==> src/rtl/rvsteel_spi_sequencer_pkg.sv <==
// rtl/rvsteel_spi_sequencer_pkg.sv - shared constants, register map and state encoding for the SPI sequencer
package rvsteel_spi_sequencer_pkg;

  // Downstream SPI controller register offsets
  localparam logic [7:0] SPI_CPOL = 8'h00;
  localparam logic [7:0] SPI_CPHA = 8'h04;
  localparam logic [7:0] SPI_CS   = 8'h08;
  localparam logic [7:0] SPI_DIV  = 8'h0c;
  localparam logic [7:0] SPI_TX   = 8'h10;
  localparam logic [7:0] SPI_RX   = 8'h14;
  localparam logic [7:0] SPI_BUSY = 8'h18;

  localparam logic [7:0] CS_NONE = 8'hff;

  // CPU-facing register index, rw_address[3:2]
  localparam logic [1:0] REG_TXDATA = 2'd0;
  localparam logic [1:0] REG_RXDATA = 2'd1;
  localparam logic [1:0] REG_CTRL   = 2'd2;
  localparam logic [1:0] REG_STATUS = 2'd3;

  localparam int ST_BUSY   = 16;
  localparam int ST_TX_OVF = 17;
  localparam int ST_RX_OVF = 18;
  localparam int ST_DONE   = 19;

  localparam logic [31:0] UNMAPPED = 32'hdeadbeef;

  typedef enum logic [2:0] {
    S_IDLE,
    S_SEL,
    S_LOAD,
    S_SETTLE,
    S_POLL,
    S_RXRD,
    S_REL
  } seq_state_t;

  typedef struct packed {
    logic       irq_en;
    logic [7:0] cs_index;
    logic       en;
  } ctrl_t;

endpackage

==> src/rtl/rvsteel_spi_seq_fifo.sv <==
// rtl/rvsteel_spi_seq_fifo.sv - synchronous 8-bit FIFO with occupancy count
module rvsteel_spi_seq_fifo #(
  parameter int DEPTH = 8
) (
  input  logic                     clock,
  input  logic                     reset,
  input  logic                     push,
  input  logic [7:0]               push_data,
  input  logic                     pop,
  output logic [7:0]               pop_data,
  output logic                     full,
  output logic                     empty,
  output logic [$clog2(DEPTH):0]   count,
  output logic                     drop
);

  localparam int AW = $clog2(DEPTH);
  localparam int CW = AW + 1;

  logic [7:0]    mem [DEPTH];
  logic [AW-1:0] wptr;
  logic [AW-1:0] rptr;
  logic          do_push;
  logic          do_pop;

  assign empty    = count == '0;
  assign full     = count == CW'(DEPTH);
  assign pop_data = mem[rptr];
  // A pop in the same cycle frees the slot, so a push into a full FIFO still lands
  assign do_pop   = pop && !empty;
  assign do_push  = push && (!full || pop);
  assign drop     = push && full && !pop;

  always_ff @(posedge clock) begin
    if (reset) begin
      wptr  <= '0;
      rptr  <= '0;
      count <= '0;
    end else begin
      if (do_push) wptr <= wptr + 1'b1;
      if (do_pop)  rptr <= rptr + 1'b1;
      count <= count + CW'(do_push) - CW'(do_pop);
    end
  end

  always_ff @(posedge clock) begin
    if (do_push) mem[wptr] <= push_data;
  end

endmodule

==> src/rtl/rvsteel_spi_sequencer.sv <==
// rtl/rvsteel_spi_sequencer.sv - CPU-facing FIFO front end that drives the SPI controller register interface
module rvsteel_spi_sequencer
  import rvsteel_spi_sequencer_pkg::*;
#(
  parameter logic [31:0] BASE_ADDRESS     = 32'h80004000,
  parameter logic [31:0] SPI_BASE_ADDRESS = 32'h80003000,
  parameter int          FIFO_DEPTH       = 8
) (
  input  logic        clock,
  input  logic        reset,
  input  logic [31:0] rw_address,
  output logic [31:0] read_data,
  input  logic        read_request,
  output logic        read_response,
  input  logic [31:0] write_data,
  input  logic [3:0]  write_strobe,
  input  logic        write_request,
  output logic        write_response,
  output logic [31:0] m_rw_address,
  input  logic [31:0] m_read_data,
  output logic        m_read_request,
  input  logic        m_read_response,
  output logic [31:0] m_write_data,
  output logic [3:0]  m_write_strobe,
  output logic        m_write_request,
  input  logic        m_write_response,
  output logic        irq
);

  localparam int CW = $clog2(FIFO_DEPTH) + 1;

  logic [CW-1:0] tx_count;
  logic [CW-1:0] rx_count;
  logic          tx_full;
  logic          tx_empty;
  logic          rx_full;
  logic          rx_empty;
  logic          tx_drop;
  logic          rx_drop;
  logic [7:0]    tx_head;
  logic [7:0]    rx_head;
  logic          tx_push;
  logic          tx_pop;
  logic          rx_push;
  logic          rx_pop;

  ctrl_t         ctrl;
  logic          tx_ovf;
  logic          rx_ovf;
  logic          done;
  logic [31:0]   status;

  logic          sel;
  logic [1:0]    reg_idx;
  logic          wr_en;
  logic          rd_en;
  logic          status_clr;

  seq_state_t    state;
  seq_state_t    next_state;
  logic          pending;
  logic [1:0]    settle_cnt;
  logic          issue_wr;
  logic          issue_rd;
  logic [7:0]    issue_offset;
  logic [31:0]   issue_data;
  logic          set_done;

  assign sel        = rw_address[31:4] == BASE_ADDRESS[31:4];
  assign reg_idx    = rw_address[3:2];
  assign wr_en      = write_request && (|write_strobe) && sel;
  assign rd_en      = read_request && sel;
  assign tx_push    = wr_en && (reg_idx == REG_TXDATA);
  assign rx_pop     = rd_en && (reg_idx == REG_RXDATA);
  assign status_clr = wr_en && (reg_idx == REG_STATUS);

  rvsteel_spi_seq_fifo #(.DEPTH(FIFO_DEPTH)) u_tx_fifo (
    .clock     (clock),
    .reset     (reset),
    .push      (tx_push),
    .push_data (write_data[7:0]),
    .pop       (tx_pop),
    .pop_data  (tx_head),
    .full      (tx_full),
    .empty     (tx_empty),
    .count     (tx_count),
    .drop      (tx_drop)
  );

  rvsteel_spi_seq_fifo #(.DEPTH(FIFO_DEPTH)) u_rx_fifo (
    .clock     (clock),
    .reset     (reset),
    .push      (rx_push),
    .push_data (m_read_data[7:0]),
    .pop       (rx_pop),
    .pop_data  (rx_head),
    .full      (rx_full),
    .empty     (rx_empty),
    .count     (rx_count),
    .drop      (rx_drop)
  );

  always_comb begin
    status            = '0;
    status[7:0]       = 8'(tx_count);
    status[15:8]      = 8'(rx_count);
    status[ST_BUSY]   = state != S_IDLE;
    status[ST_TX_OVF] = tx_ovf;
    status[ST_RX_OVF] = rx_ovf;
    status[ST_DONE]   = done;
  end

  assign irq = ctrl.irq_en && (done || tx_ovf || rx_ovf);

  always_ff @(posedge clock) begin
    if (reset) begin
      read_data      <= UNMAPPED;
      read_response  <= 1'b0;
      write_response <= 1'b0;
      ctrl           <= '0;
      tx_ovf         <= 1'b0;
      rx_ovf         <= 1'b0;
      done           <= 1'b0;
    end else begin
      read_response  <= read_request;
      write_response <= write_request;
      if (read_request) begin
        if (!sel) begin
          read_data <= UNMAPPED;
        end else begin
          case (reg_idx)
            REG_RXDATA: read_data <= rx_empty ? 32'h0 : {1'b1, 23'b0, rx_head};
            REG_CTRL:   read_data <= {15'b0, ctrl.irq_en, ctrl.cs_index, 7'b0, ctrl.en};
            REG_STATUS: read_data <= status;
            default:    read_data <= UNMAPPED;
          endcase
        end
      end
      if (wr_en && (reg_idx == REG_CTRL)) begin
        ctrl.en       <= write_data[0];
        ctrl.cs_index <= write_data[15:8];
        ctrl.irq_en   <= write_data[16];
      end
      // A new event in the same cycle as a write-1-to-clear keeps the flag set
      tx_ovf <= (tx_ovf && !(status_clr && write_data[ST_TX_OVF])) || tx_drop;
      rx_ovf <= (rx_ovf && !(status_clr && write_data[ST_RX_OVF])) || rx_drop;
      done   <= (done   && !(status_clr && write_data[ST_DONE]))   || set_done;
    end
  end

  always_ff @(posedge clock) begin
    if (reset) begin
      state           <= S_IDLE;
      pending         <= 1'b0;
      settle_cnt      <= '0;
      m_rw_address    <= '0;
      m_write_data    <= '0;
      m_write_strobe  <= '0;
      m_read_request  <= 1'b0;
      m_write_request <= 1'b0;
    end else begin
      state           <= next_state;
      m_write_request <= issue_wr;
      m_read_request  <= issue_rd;
      settle_cnt      <= (state == S_SETTLE) ? settle_cnt + 1'b1 : 2'd0;
      if (issue_wr || issue_rd) begin
        pending        <= 1'b1;
        m_rw_address   <= SPI_BASE_ADDRESS + {24'b0, issue_offset};
        m_write_data   <= issue_data;
        m_write_strobe <= issue_wr ? 4'hf : 4'h0;
      end else if (m_write_response || m_read_response) begin
        pending <= 1'b0;
      end
    end
  end

  // Each master access: issue while !pending, then advance on the matching response
  always_comb begin
    next_state   = state;
    issue_wr     = 1'b0;
    issue_rd     = 1'b0;
    issue_offset = SPI_CS;
    issue_data   = '0;
    tx_pop       = 1'b0;
    rx_push      = 1'b0;
    set_done     = 1'b0;
    unique case (state)
      S_IDLE: begin
        if (ctrl.en && !tx_empty) next_state = S_SEL;
      end
      S_SEL: begin
        if (!pending) begin
          issue_wr   = 1'b1;
          issue_data = {24'b0, ctrl.cs_index};
        end else if (m_write_response) begin
          next_state = S_LOAD;
        end
      end
      S_LOAD: begin
        if (!pending) begin
          if (!ctrl.en || tx_empty) begin
            next_state = S_REL;
          end else if (!rx_full) begin
            issue_wr     = 1'b1;
            issue_offset = SPI_TX;
            issue_data   = {24'b0, tx_head};
            tx_pop       = 1'b1;
          end
        end else if (m_write_response) begin
          next_state = S_SETTLE;
        end
      end
      S_SETTLE: begin
        if (settle_cnt == 2'd2) next_state = S_POLL;
      end
      S_POLL: begin
        if (!pending) begin
          issue_rd     = 1'b1;
          issue_offset = SPI_BUSY;
        end else if (m_read_response && !m_read_data[0]) begin
          next_state = S_RXRD;
        end
      end
      S_RXRD: begin
        if (!pending) begin
          issue_rd     = 1'b1;
          issue_offset = SPI_RX;
        end else if (m_read_response) begin
          rx_push    = 1'b1;
          next_state = S_LOAD;
        end
      end
      S_REL: begin
        if (!pending) begin
          issue_wr   = 1'b1;
          issue_data = {24'b0, CS_NONE};
        end else if (m_write_response) begin
          set_done   = 1'b1;
          next_state = S_IDLE;
        end
      end
      default: next_state = S_IDLE;
    endcase
  end

  logic unused;
  assign unused = &{1'b0, rw_address[1:0], write_data[31:20], m_read_data[31:8], tx_full,
                    SPI_CPOL, SPI_CPHA, SPI_DIV};

endmodule

==> config.mk <==
export PLATFORM = sky130hd
export DESIGN_NAME = rvsteel_spi_sequencer
export DESIGN_NICKNAME = d
export VERILOG_FILES = /design/src/rtl/rvsteel_spi_sequencer_pkg.sv /design/src/rtl/rvsteel_spi_seq_fifo.sv /design/src/rtl/rvsteel_spi_sequencer.sv
export SDC_FILE = /design/constraint.sdc
export NUM_CORES = 1
export LEC_CHECK = 0
export CORE_MARGIN = 1.5
export CORE_UTILIZATION = 55
export CTS_CLUSTER_SIZE = 20
export DETAILED_ROUTE_END_ITERATION = 8
export HOLD_SLACK_MARGIN = 0.08
export PLACE_DENSITY = 0.86
export SLEW_MARGIN = 20
export SYNTH_ARGS = -nofsm -noshare
export SYNTH_HDL_FRONTEND = slang
export SYNTH_HIERARCHICAL = 1
export SYNTH_SLANG_ARGS = --single-unit
==> constraint.sdc <==
create_clock -name clock -period 6.8 [get_ports clock]
set_input_delay 1.02 -clock clock [delete_from_list [all_inputs] [get_ports clock]]
set_output_delay 1.02 -clock clock [all_outputs]
set_load 0.02 [all_outputs]
After elaboration in Yosys (flattened, before gate mapping)

Memories as Yosys holds them, arrays and structs flattened. A register that Yosys moved wholly into a read port is not among the register bits.
Index checks and enable logic that the tools add are counted.

Bits in registers: 143
Latch bits: 0
Bits in writable memories: 128
Memory bits (read-only): 0
Input port bits: 106
Output and inout bits: 105
Word-level logic and storage cells: 170
Memories kept: 2

Memory list:

| name          | depth | width | read ports | clocked after Yosys merged registers in | write ports | RTL line                   | RTL |
|---|---|---|---|---|---|---|---|
| u_rx_fifo.mem | 8     | 8     | 1          | 1                                       | 1           | rvsteel_spi_seq_fifo.sv:20 | `logic [7:0] mem [DEPTH];` |
| u_tx_fifo.mem | 8     | 8     | 1          | 1                                       | 1           | rvsteel_spi_seq_fifo.sv:20 |  |

Add/sub/neg operators: 10
Multipliers: 0
Divide/modulo/power cells: 0
Magnitude comparators: 0
Equality and inequality tests: 25
Shifts and indexed selects: 0
Multiplexer cells: 53
Bitwise gates (word level): 1
Reduce and logical (&&, ||, !) cells: 56

Operators by type and width:

| kind                    | count |
|---|---|
| $pmux W32 S3            | 1 |
| $mux W32                | 2 |
| $mux W3                 | 17 |
| $mux W8                 | 5 |
| $add A32 B8 Y32 const A | 1 |
| $eq A28 B28 Y1 const B  | 1 |
| $mux W5                 | 5 |
| $logic_and A1 B1 Y1     | 24 |
| $pmux W8 S3             | 1 |
| $pmux W3 S7             | 1 |
| $mux W1                 | 18 |
| $ne A2 B2 Y1 const B    | 9 |
| $pmux W5 S3             | 1 |
| $add A3 B1 Y3 const B   | 4 |
| $reduce_and A12 Y1      | 1 |
| $logic_not A1 Y1        | 11 |
| $logic_or A1 B1 Y1      | 10 |
| $eq A3 B3 Y1 const B    | 3 |
| $add A4 B1 Y4           | 2 |
| $eq A4 B4 Y1 const B    | 2 |
| $logic_not A4 Y1        | 2 |
| $sub A4 B1 Y4           | 2 |
| $eq A2 B2 Y1 const B    | 3 |
| $eq A3 B2 Y1 const B    | 2 |
| other kinds (14)        | 17 |

Depth between registers and ports, before layout

Depth after elaboration: 9
Mapped depth: 16
Gate-level depth less buffers: 15

By module

The synthesis kept the hierarchy.

By module, submodules not included:

| module                | instances | cells an instance | area each (um2) | sequential area each (um2) |
|---|---|---|---|---|
| rvsteel_spi_seq_fifo  | 2         | 173               | 3180.6          | 2182.1 |
| rvsteel_spi_sequencer | 1         | 383               | 3244.4          | 1161.1 |

Worst setup path after synthesis

No wires, ideal clock.

Path kind: input-to-reg
Start: input rw_address[19]
End: memory u_rx_fifo.mem[0][0], enable pin
Setup time: 395 ps
Arrival time: 3492 ps
Data required time: 6405 ps
Setup slack: 2913 ps
Stages: 7
Path buffers: 0
Cells stage by stage: nor4_2 > nand3_2 > or2_2 > nor4b_1 > or4b_4 > nand2_1 > nor4_1

Cells in the longest elaborated chain, start to end: 7

RTL lines:

| what                          | RTL line                    | RTL |
|---|---|---|
| start: declaration            | rvsteel_spi_sequencer.sv:11 | `input logic [31:0] rw_address,` |
| $eq A28 B28 Y1                | rvsteel_spi_sequencer.sv:69 | `assign sel = rw_address[31:4] == BASE_ADDRESS[31:4];` |
| $logic_and A1 B1 Y1           | rvsteel_spi_sequencer.sv:72 | `assign rd_en = read_request && sel;` |
| $logic_and A1 B1 Y1           | rvsteel_spi_sequencer.sv:74 | `assign rx_pop = rd_en && (reg_idx == REG_RXDATA);` |
| net rx_pop                    | rvsteel_spi_sequencer.sv:45 | `logic rx_pop;` |
| $logic_or A1 B1 Y1            | rvsteel_spi_seq_fifo.sv:31  | `assign do_push = push && (!full \|\| pop);` |
| $logic_and A1 B1 Y1           | rvsteel_spi_seq_fifo.sv:31  |  |
| $mux W1                       | rvsteel_spi_seq_fifo.sv:47  | `if (do_push) mem[wptr] <= push_data;` |
| $mux W1 (implied by the code) | rvsteel_spi_seq_fifo.sv:47  |  |
| end: declaration              | rvsteel_spi_seq_fifo.sv:20  |  |

The timed path passes the listed nets, and every way through them passes these cells.

Worst setup path in the final report

Start: input rw_address[20]
End: register u_tx_fifo.count[2]

Cells in the longest elaborated chain, start to end: 6

RTL lines:

| what                   | RTL line                    | RTL |
|---|---|---|
| $eq A28 B28 Y1         | rvsteel_spi_sequencer.sv:69 |  |
| $logic_and A1 B1 Y1    | rvsteel_spi_sequencer.sv:71 | `assign wr_en = write_request && (\|write_strobe) && sel;` |
| $logic_and A1 B1 Y1    | rvsteel_spi_sequencer.sv:73 | `assign tx_push = wr_en && (reg_idx == REG_TXDATA);` |
| net tx_push            | rvsteel_spi_sequencer.sv:42 | `logic tx_push;` |
| $logic_and A1 B1 Y1    | rvsteel_spi_seq_fifo.sv:31  |  |
| $add A4 B1 Y4          | rvsteel_spi_seq_fifo.sv:42  | `count <= count + CW'(do_push) - CW'(do_pop);` |
| $sub A4 B1 Y4          | rvsteel_spi_seq_fifo.sv:42  |  |
| end signal: assignment | rvsteel_spi_seq_fifo.sv:42  |  |
| end: declaration       | rvsteel_spi_seq_fifo.sv:13  | `output logic [$clog2(DEPTH):0] count,` |

The timed path passes the listed nets, and every way through them passes these cells.
A chain may end at the register's enable or synchronous reset.

==> results.yml <==
routing:
  drt_iter0_markers: 624
  wire_per_inst_um: 19.1
  drc: 0
  ant_nets: 0
  first_pass_iters: 5
  wirelength_um: 20600
  dr_total_vias: 6166
  viasPerCell: 5.71
critical_path:
  reg2reg_to: "u_tx_fifo/count[2]$_SDFF_PP0_"
  required_ns: 7.17
  crit_chain: "clkdlybuf4s50_1, nor4_2, nand3_2, or2_2, nor4_1, nand2_1, ha_1, inv_1, ha_1, inv_1, fa_1, xor2_1, nor2_1"
  r2r_cells: 16
  cp_max_fo: 8
  cp_top_family: "simple AND/OR/NAND/NOR gates"
  critPathLaunchType: "input port"
  crit_slowest_cell: "nor4_1"
  critPathBufInv: 3
  max_stage_delay_ns: 0.87
  cp-end-kind: "flop"
  rrSetupSlack_ns: 2.69
  rr_startpoint: "u_tx_fifo/count[2]$_SDFF_PP0_"
  arrival_ns: 4.91
  path_class: "input port to flop"
clock_tree:
  clock-sinks: 212
  clk_root_buffer_cell: "clkbuf_16"
  ctsResizeCount: 0
  numCtsBuffers: 22
  path_clk_slew_ns: 0.06
  cts_setup_buffers: 0
  cts_tree: "yes"
  clkLatencyLatePin_ns: 0.51
  htree_levels: 1
  clockBufferDepth: 3
  postCtsHoldBufs: 0
hold_path:
  hold_end: "settle_cnt[0]$_SDFF_PP0_"
  hp-class: "flop to flop"
  hold-path-cell-count: 1
  hp-start: "settle_cnt[0]$_SDFF_PP0_"
floorplan:
  die_w_um: 135
  die_area_um2: 18300
  core_region_area_um2: 17200
  initial_core_util_pct: 55.9
  rows: 48
  chipHeight_um: 135
  num_io_pins: 211
global_routing:
  grt_pass1_vias: 5903
  overflow: 0
  grt_first_pass_wirelength_um: 31300
  grt_max_degree: 48
  antenna_found_initial: 0
  grt_usage_pct: 22.3
yosys:
  syn_avg_cell_area_um2: 13.2
  yosys_warnings: 6
  synth_area_um2: 9600
  syn_inst: 728
final_layout:
  antenna_cells: 0
  fin_cells: 1080
  seq_area_um2: 5530
  n_fill_cell: 1168
  multi_input_area_um2: 3530
  finish.net_count: 964
  syn_to_final_growth_pct: 18.9
  drive_gt1_share_pct: 11.5
power_and_ir_drop:
  power.leakage_nw: 3.95
  power_density_nw_per_um2: 264
  ir_drop_mv: 0.327
sta:
  setup_tns_ns: 0
  whs_ns: 0.415
  tightest_slew_ns: 1.07
  slew_headroom_pct: 28.2
  setup_violations: 0
  rsz0062_at_grt: "false"
  skew_ns: 0.0218
  slew_viol_final: 0
  hold_viol_final: 0
  clock.fmax_mhz: 220
  timing.final.crit_share_pct: 66.7
  period_needed_ns: 4.54
run:
  timing.max_cap.violations: 0
place:
  dpl.cell_count: 1040
  io_buffers: 118
  dp_hpwl_um: 13900
  gp_congestion: 0.838
status:
  status: "finished clean"
## through the flow
stage	area, µm²	utilization (%)	total power, mW	setup WS [ns]
6_report	11400	66.5	3.01	2.26
5_1_grt	11400	66.5	3.11	2.04
4_1_cts	11400	66.5	3.02	2.29
3_5_place_dp	10700	62.2	1.84	1.81
3_3_place_gp	10700	62.2	1.84	1.85
2_1_floorplan	9800	-	1.72	2.91
## layout make-up
cell class / count / share of cell area, %
clock inverter: 17 / 1.50
sequential: 212 / 48.4
tap: 225 / 2.47
clock buffer: 23 / 4.86
timing repair buffer: 130 / 11.1
multi-input combinational: 449 / 30.9
inverter: 24 / 0.789
## worst register-to-register path: cells and delay by family (launching register included)
family | cells | cell delay (ns)
and+or+nand+nor | 7 | 1.95
adders and majority gates | 4 | 1.13
buffers and inverters | 4 | 0.39
DFF | 1 | 0.35
xor gates and xnor gates | 1 | 0.14
## how the worst max path moves through the flow
stage	from	end	slack, ns	cells after the start
2_1_floorplan	rw_address[19]	u_rx_fifo/mem[0][0]$_DFFE_PP_	2.91	7
3_3_place_gp	rw_address[20]	u_tx_fifo/count[2]$_SDFF_PP0_	1.85	13
3_5_place_dp	rw_address[20]	u_tx_fifo/count[2]$_SDFF_PP0_	1.81	13
4_1_cts	rw_address[20]	u_tx_fifo/count[2]$_SDFF_PP0_	2.29	13
5_1_grt	rw_address[5]	u_tx_fifo/count[2]$_SDFF_PP0_	2.04	13
6_report	rw_address[20]	u_tx_fifo/count[2]$_SDFF_PP0_	2.26	13
## cell usage in the layout, fill, tap and decap left out, types with 24 or more instances in the layout
cell             instances
mux2_2                  25
inv_1                   24
conb_1                  54
a21oi_1                 32
nor2_1                  55
mux4_1                  30
o21ai_0                 38
nand2_1                 49
edfxtp_1               128
dfxtp_1                 84
clkdlybuf4s50_1        117
## power breakdown
group	switching, mW	total [mW]	internal, mW
clock network	0.485	1.19	0.708
registers	0.0499	1.45	1.40
logic	0.215	0.374	0.160
total	0.749	3.01	2.26
## layer usage
layer / up-vias / track usage, % / share of wire, %
met1: 2979 / 27.5 / 39
met5: - / 0 / 0
met3: 58 / 4.39 / 7.3
met4: 0 / 9.20 / 3.4
li1: 2831 / - / -
met2: 298 / 38.5 / 51
## registers in the layout, indices dropped and copies added, names as in the netlist, 4 cells and up, named ones only
signal	cells
u_rx_fifo/mem	64
u_tx_fifo/mem	64
read_data	22
ctrl	10
m_write_data	8
m_rw_address	4
u_rx_fifo/count	4
u_tx_fifo/count	4
No activity file was read; power rests on OpenSTA's default activity.
